$ cat config.mk
export PLATFORM = sky130hd
export DESIGN_NAME = mem_port_arbiter
export DESIGN_NICKNAME = d
export VERILOG_FILES = /design/src/rtl/mips_arb_pkg.sv /design/src/rtl/arb_lat_counter.sv /design/src/rtl/mem_port_arbiter.sv
export SDC_FILE = /design/constraint.sdc
export NUM_CORES = 1
export LEC_CHECK = 0
export BUFFER_PORTS_ARGS = -buffer_cell sky130_fd_sc_hd__buf_2
export CAP_MARGIN = 20
export CORE_UTILIZATION = 45
export DETAILED_ROUTE_END_ITERATION = 10
export PLACE_DENSITY_LB_ADDON = 0.25
export RECOVER_POWER = 25
export SLEW_MARGIN = 20
export SYNTH_ARGS = -nofsm -noshare
export SYNTH_HDL_FRONTEND = slang
export SYNTH_SLANG_ARGS = --single-unit
$ cat constraint.sdc
create_clock -name Clk -period 2.7 [get_ports Clk]
set_input_delay 0.135 -clock Clk [delete_from_list [all_inputs] [get_ports Clk]]
set_output_delay 0.135 -clock Clk [all_outputs]
set_load 0.01 [all_outputs]
$ cat src/rtl/mips_arb_pkg.sv
// mips_arb_pkg: state/owner encodings and latency-counter sizing for mem_port_arbiter
package mips_arb_pkg;
    typedef enum logic [1:0] {ST_IDLE, ST_WAIT, ST_RESP} state_t;
    typedef enum logic [1:0] {OWN_NONE, OWN_FETCH, OWN_DATA} owner_t;
    function automatic int lat_w(input int lat);
        return $clog2(lat + 1);
    endfunction
    localparam int LAT_W = lat_w(1);
endpackage

$ cat src/rtl/arb_lat_counter.sv
// arb_lat_counter: loadable down-counter timing the memory latency window
module arb_lat_counter #(
    parameter int W = 1
) (
    input  logic         Clk,
    input  logic         Reset,
    input  logic         load,
    input  logic [W-1:0] value,
    output logic         zero
);
    logic [W-1:0] cnt;
    always_ff @(posedge Clk)
        if (Reset) cnt <= '0;
        else if (load) cnt <= value;
        else if (!zero) cnt <= cnt - W'(1);
    assign zero = cnt == '0;
endmodule

$ cat src/rtl/mem_port_arbiter.sv
// mem_port_arbiter: shares one single-ported memory between instruction fetch and load/store
// Optional ARB_PERF_CNT_EN adds stall and conflict performance counters.
module mem_port_arbiter
    import mips_arb_pkg::*;
#(
    parameter int ADDR_W      = 32,
    parameter int DATA_W      = 32,
    parameter int MEM_LAT     = 1,
    parameter int MAX_D_BURST = 4
) (
    input  logic              Clk,
    input  logic              Reset,
    input  logic              if_req,
    input  logic [ADDR_W-1:0] if_addr,
    input  logic              if_flush,
    output logic              if_ack,
    output logic [DATA_W-1:0] if_rdata,
    output logic              if_stall,
    input  logic              d_req,
    input  logic              d_we,
    input  logic [ADDR_W-1:0] d_addr,
    input  logic [DATA_W-1:0] d_wdata,
    output logic              d_ack,
    output logic [DATA_W-1:0] d_rdata,
    output logic              d_stall,
    output logic              mem_req,
    output logic              mem_we,
    output logic [ADDR_W-1:0] mem_addr,
    output logic [DATA_W-1:0] mem_wdata,
    input  logic [DATA_W-1:0] mem_rdata
`ifdef ARB_PERF_CNT_EN
    ,
    output logic [31:0]       perf_if_stall,
    output logic [31:0]       perf_d_stall,
    output logic [31:0]       perf_conflict
`endif
);
    localparam int LW = lat_w(MEM_LAT);
    localparam int BW = $clog2(MAX_D_BURST + 1);
    state_t        state;
    owner_t        owner;
    logic [BW-1:0] burst_cnt;
    logic          kill, zero, grant_ok, burst_full, f_gnt, d_gnt;
    // a request whose ack is on the bus this cycle is the one being retired, never a new one
    always_comb begin
        grant_ok   = state == ST_IDLE || state == ST_RESP;
        burst_full = burst_cnt == BW'(MAX_D_BURST);
        f_gnt      = grant_ok && if_req && !if_flush && !if_ack && (!(d_req && !d_ack) || burst_full);
        d_gnt      = grant_ok && d_req && !d_ack && !f_gnt;
    end
    assign if_stall = if_req & ~if_ack;
    assign d_stall  = d_req & ~d_ack;
    arb_lat_counter #(.W(LW)) u_lat (
        .Clk   (Clk),
        .Reset (Reset),
        .load  (f_gnt || d_gnt),
        .value (LW'(MEM_LAT)),
        .zero  (zero)
    );
    always_ff @(posedge Clk)
        if (Reset) begin
            state     <= ST_IDLE;
            owner     <= OWN_NONE;
            kill      <= 1'b0;
            if_ack    <= 1'b0;
            d_ack     <= 1'b0;
            if_rdata  <= '0;
            d_rdata   <= '0;
            mem_req   <= 1'b0;
            mem_we    <= 1'b0;
            mem_addr  <= '0;
            mem_wdata <= '0;
        end else begin
            if_ack  <= 1'b0;
            d_ack   <= 1'b0;
            mem_req <= 1'b0;
            if (f_gnt || d_gnt) begin
                state    <= ST_WAIT;
                owner    <= d_gnt ? OWN_DATA : OWN_FETCH;
                kill     <= 1'b0;
                mem_req  <= 1'b1;
                mem_we   <= d_gnt && d_we;
                mem_addr <= d_gnt ? d_addr : if_addr;
                if (d_gnt) mem_wdata <= d_wdata;
            end else if (state == ST_WAIT && zero) begin
                state <= ST_RESP;
                if (owner == OWN_FETCH && !kill && !if_flush) begin
                    if_ack   <= 1'b1;
                    if_rdata <= mem_rdata;
                end
                if (owner == OWN_DATA) begin
                    d_ack <= 1'b1;
                    if (!mem_we) d_rdata <= mem_rdata;
                end
            end else if (state == ST_WAIT) begin
                kill <= kill || (if_flush && owner == OWN_FETCH);
            end else if (state == ST_RESP) begin
                state <= ST_IDLE;
                owner <= OWN_NONE;
            end
        end
    always_ff @(posedge Clk)
        if (Reset || !if_req || f_gnt) burst_cnt <= '0;
        else if (d_gnt && !burst_full) burst_cnt <= burst_cnt + BW'(1);
`ifdef ARB_PERF_CNT_EN
    always_ff @(posedge Clk)
        if (Reset) begin
            perf_if_stall <= '0;
            perf_d_stall  <= '0;
            perf_conflict <= '0;
        end else begin
            perf_if_stall <= perf_if_stall + {31'd0, if_stall};
            perf_d_stall  <= perf_d_stall + {31'd0, d_stall};
            perf_conflict <= perf_conflict + {31'd0, if_stall & d_stall};
        end
`endif
endmodule

==> out/summary.log <==
INFO  setup_path     start_kind=flip-flop
INFO  cts            clk_latency=0.40ns
INFO  routing        routed_via_density=4.98
INFO  run            drv.max_cap_violation_count=0
INFO  floorplan      fp-row-count=39
INFO  timing         unrepaired_setup_endpoints_after_global_routing=false
INFO  pwr            power_per_cell_area=654mW/mm²
INFO  timing         final_min_period_over_clock_period=82.3%
INFO  pwr            leakagePower=3.40nW
INFO  yosys          synth_most_common_cell=sky130_fd_sc_hd__nand2_1
INFO  setup_path     worst_path_max_stage_delay=0.54ns
INFO  global_route   global_route.usage.total=25.8%
INFO  outcome        run_status=completed
INFO  yosys          synth_fp_nets=761
INFO  yosys          synthesis.area=0.00523mm²
INFO  timing         max_clock_freq=450MHz
INFO  yosys          syn_area_per_cell=8.37µm²
INFO  routing        drc_violation_total_after_the_first_tritonroute_iteration=350
INFO  pwr            fin_total_pwr=5.24mW
INFO  setup_path     worst-path-buf-inv=1
INFO  pwr            netSwitchingPower=1.24mW
INFO  placed_design  dpl_worst_slack=0.493ns
INFO  floorplan      die_x=110µm
INFO  cts            cts.sink_count=140
INFO  timing         setup_viol=0
INFO  setup_path     end_kind=flip-flop
INFO  yosys          yosysWarnings=0
INFO  setup_path     worst-path-max-fanout=32
INFO  floorplan      design.die.area=0.0121mm²
INFO  placed_design  detailedPlacementHpwl=10.1mm
INFO  routing        drt-wirelength-per-cell=14.4µm
INFO  pwr            cellInternalPower=4.00mW
INFO  pwr            ir_worst_vdd=0.600mV
INFO  timing         fin_crit=2.22ns
INFO  yosys          synthDominantAreaCellType=sky130_fd_sc_hd__dfxtp_1
INFO  setup_path     cpMaxStageDelayCell=sky130_fd_sc_hd__or3b_1
INFO  yosys          post-synth-top-area-fraction=53.6%
INFO  timing         clock_skew=0.00564ns
INFO  cts            clk_tree_root_cell=sky130_fd_sc_hd__clkbuf_16
INFO  final_layout   design.final.nets=1086
INFO  setup_path     r2r_setup_slack=0.48ns
INFO  floorplan      die_y=110µm
INFO  routing        via_count=5505
INFO  routing        postRouteAntennaNets=0
INFO  routing        drt-pass1-iter-count=4
INFO  yosys          synth.yosys.seq_area_share=53.6%
INFO  yosys          synth.lib_cells_used.distinct=33
INFO  final_layout   fillers=905
INFO  global_route   grt_pass1_wl=24.1mm
INFO  final_layout   layout-drive-gt1-share=25.8%
INFO  cts            cts.htree.levels=4
INFO  yosys          post_synth_inst_count=625
INFO  cts            cts.reportedPaths.clkPinSlew=0.06ns
INFO  setup_path     cp_cell_sequence=or3b_1 -> or4_1 -> buf_4 -> nand2_1 -> a21oi_1
INFO  timing         hold_viol=0
INFO  final_layout   multi_input_area=0.00226mm²
INFO  yosys          post_synth_most_frequent_cells=sky130_fd_sc_hd__nand2_1 (194), sky130_fd_sc_hd__dfxtp_1 (140), sky130_fd_sc_hd__a21oi_1 (100), sky130_fd_sc_hd__nor2_1 (38)
INFO  final_layout   syn2layout_area_growth=53.1%
INFO  final_layout   sequential_cell_area=0.00280mm²
INFO  timing         finalWorstSetupSlack=0.479ns
INFO  routing        drc=0
INFO  setup_path     arrival_worst_endpoint=2.46ns
INFO  yosys          ys.flop_type=sky130_fd_sc_hd__dfxtp_1
INFO  global_route   grt_max_degree=80
INFO  min_path       worstHoldPathType=input pin to flip-flop
INFO  timing         fin_setup_tns=0ns
INFO  global_route   grt_antenna_before_repair=0
INFO  floorplan      starting_density=46.0%
INFO  cts            cts_tree=done
INFO  cts            clock_buffer_count_from_cts=17
INFO  floorplan      i_o_pin_count=268
INFO  pwr            netSwitchingFraction=23.7%
INFO  placed_design  gpl.final_weighted_congestion=0.781
INFO  global_route   vias_in_the_first_global_route=5299
INFO  pwr            comb_power_share=12.6%
INFO  floorplan      fp.coreArea=0.0114mm²
INFO  cts            postCtsSetupRepairBufs=0
INFO  timing         worst-slew-pin-transition=0.848ns
INFO  pwr            sequential_power_share=42.4%
INFO  yosys          synth_top_cells_by_area=sky130_fd_sc_hd__dfxtp_1 (54%), sky130_fd_sc_hd__nand2_1 (14%), sky130_fd_sc_hd__a21oi_1 (9.6%), sky130_fd_sc_hd__mux2i_1 (6.5%), sky130_fd_sc_hd__a211oi_1 (4.6%)
INFO  timing         max-slew-margin-rel=43.4%
INFO  cts            cts_max_path_buffers=2
INFO  timing         maxSlewViolCount=0
INFO  global_route   global_route.overflow_total=0
INFO  setup_path     setup.worst_path.class=flip-flop to flip-flop
INFO  final_layout   antenna_cells_inserted=0
INFO  placed_design  port_buffers=267
INFO  yosys          postSynth.asyncResetShare=0%
INFO  pwr            power_frac_clock=45.0%
INFO  routing        wl=16.0mm
INFO  setup_path     cp_top_family=simple AND/OR/NAND/NOR gates
INFO  yosys          synth-edff-count=0
INFO  setup_path     crit_required=2.93ns
INFO  yosys          ys_seq_elements=140
==> stage by stage <==
step,utilization (%),area [µm²],hold slack (ns),std cells
3_3_place_gp,59.2,6730,0.375,998
2_1_floorplan,-,5230,0.271,625
3_5_place_dp,59.2,6730,0.381,998
6_report,70.5,8010,0.0191,1106
5_1_grt,70.5,8010,0.0122,1106
4_1_cts,71.2,8100,0.000560,1106
==> power groups by stage <==
stage	clock network, mW	registers [mW]	logic [mW]
2_1_floorplan	0	2.30	0.263
3_3_place_gp	0	2.26	0.562
3_5_place_dp	0	2.26	0.578
4_1_cts	2.41	2.22	0.666
5_1_grt	2.49	2.24	0.721
6_report	2.36	2.22	0.661
==> cells by family after synthesis <==
family | after synthesis | share of synthesized area [%]
DFF | 140 | 53.6
AOI/OAI and AO/OA | 138 | 15.0
and+or+nand+nor | 255 | 19.5
adders and majority gates | 2 | 0.478
buffers and inverters | 54 | 4.57
xor gates and xnor gates | 2 | 0.335
muxes | 34 | 6.50
==> worst min-delay path, stage by stage <==
cell	delay, ns
sky130_fd_sc_hd__buf_2	0.10
sky130_fd_sc_hd__nor2_1	0.09
sky130_fd_sc_hd__a211oi_1	0.06
==> metal layers <==
layer	routed length [µm]	track usage (%)	vias up	part of all wire, %
met1	6380	27.6	2502	40
met3	1130	8.18	41	7.1
met4	442	13.4	0	2.8
li1	-	-	2728	-
met5	0	0	-	0
met2	8010	45.2	234	50
==> final cells by class <==
| class | instances | share of cell area (%) |
|---|---|---|
| Tap cell | 143 | 2.23 |
| Clock buffer | 20 | 5.82 |
| Multi-Input combinational cell | 431 | 28.2 |
| Sequential cell | 140 | 35.0 |
| Timing Repair Buffer | 354 | 26.6 |
| Inverter | 6 | 0.281 |
| Clock inverter | 12 | 1.80 |
==> repair_timing <==
| item | in CTS | in global routing |
|---|---|---|
| hold buffers | 76 | 0 |
| resized for setup | 0 | 0 |
| hold endpoints to repair | 106 | 0 |
==> sequential cells by signal, summed over array words and instances, names as in the netlist <==
signal     cells
if_ack         1
d_ack          1
burst_cnt      3
mem_we         1
state          2
mem_wdata     32
mem_addr      32
owner          2
u_lat.cnt      1
kill           1
if_rdata      32
d_rdata       32
==> path summary, 6_finish.rpt <==
check / start / endpoint / cells after the start
setup / recovery: state[0] / if_rdata[3] / 5
hold / removal: if_addr[8] / mem_addr[8] / 3
setup reg to reg: state[0] / if_rdata[3] / 5
hold reg to reg: mem_wdata[24] / mem_wdata[24] / 2
==> cells in the final DEF, fill, tap and decap left out, types with 17 or more instances in the layout <==
cell type	n
sky130_fd_sc_hd__nor2_1	38
sky130_fd_sc_hd__dfxtp_1	140
sky130_fd_sc_hd__dlygate4sd3_1	76
sky130_fd_sc_hd__clkbuf_1	68
sky130_fd_sc_hd__a211oi_1	32
sky130_fd_sc_hd__a21oi_1	100
sky130_fd_sc_hd__buf_2	198
sky130_fd_sc_hd__mux2i_1	34
sky130_fd_sc_hd__clkbuf_16	17
sky130_fd_sc_hd__nand2_1	194
Note: power is estimated with default switching activity, not from simulation.
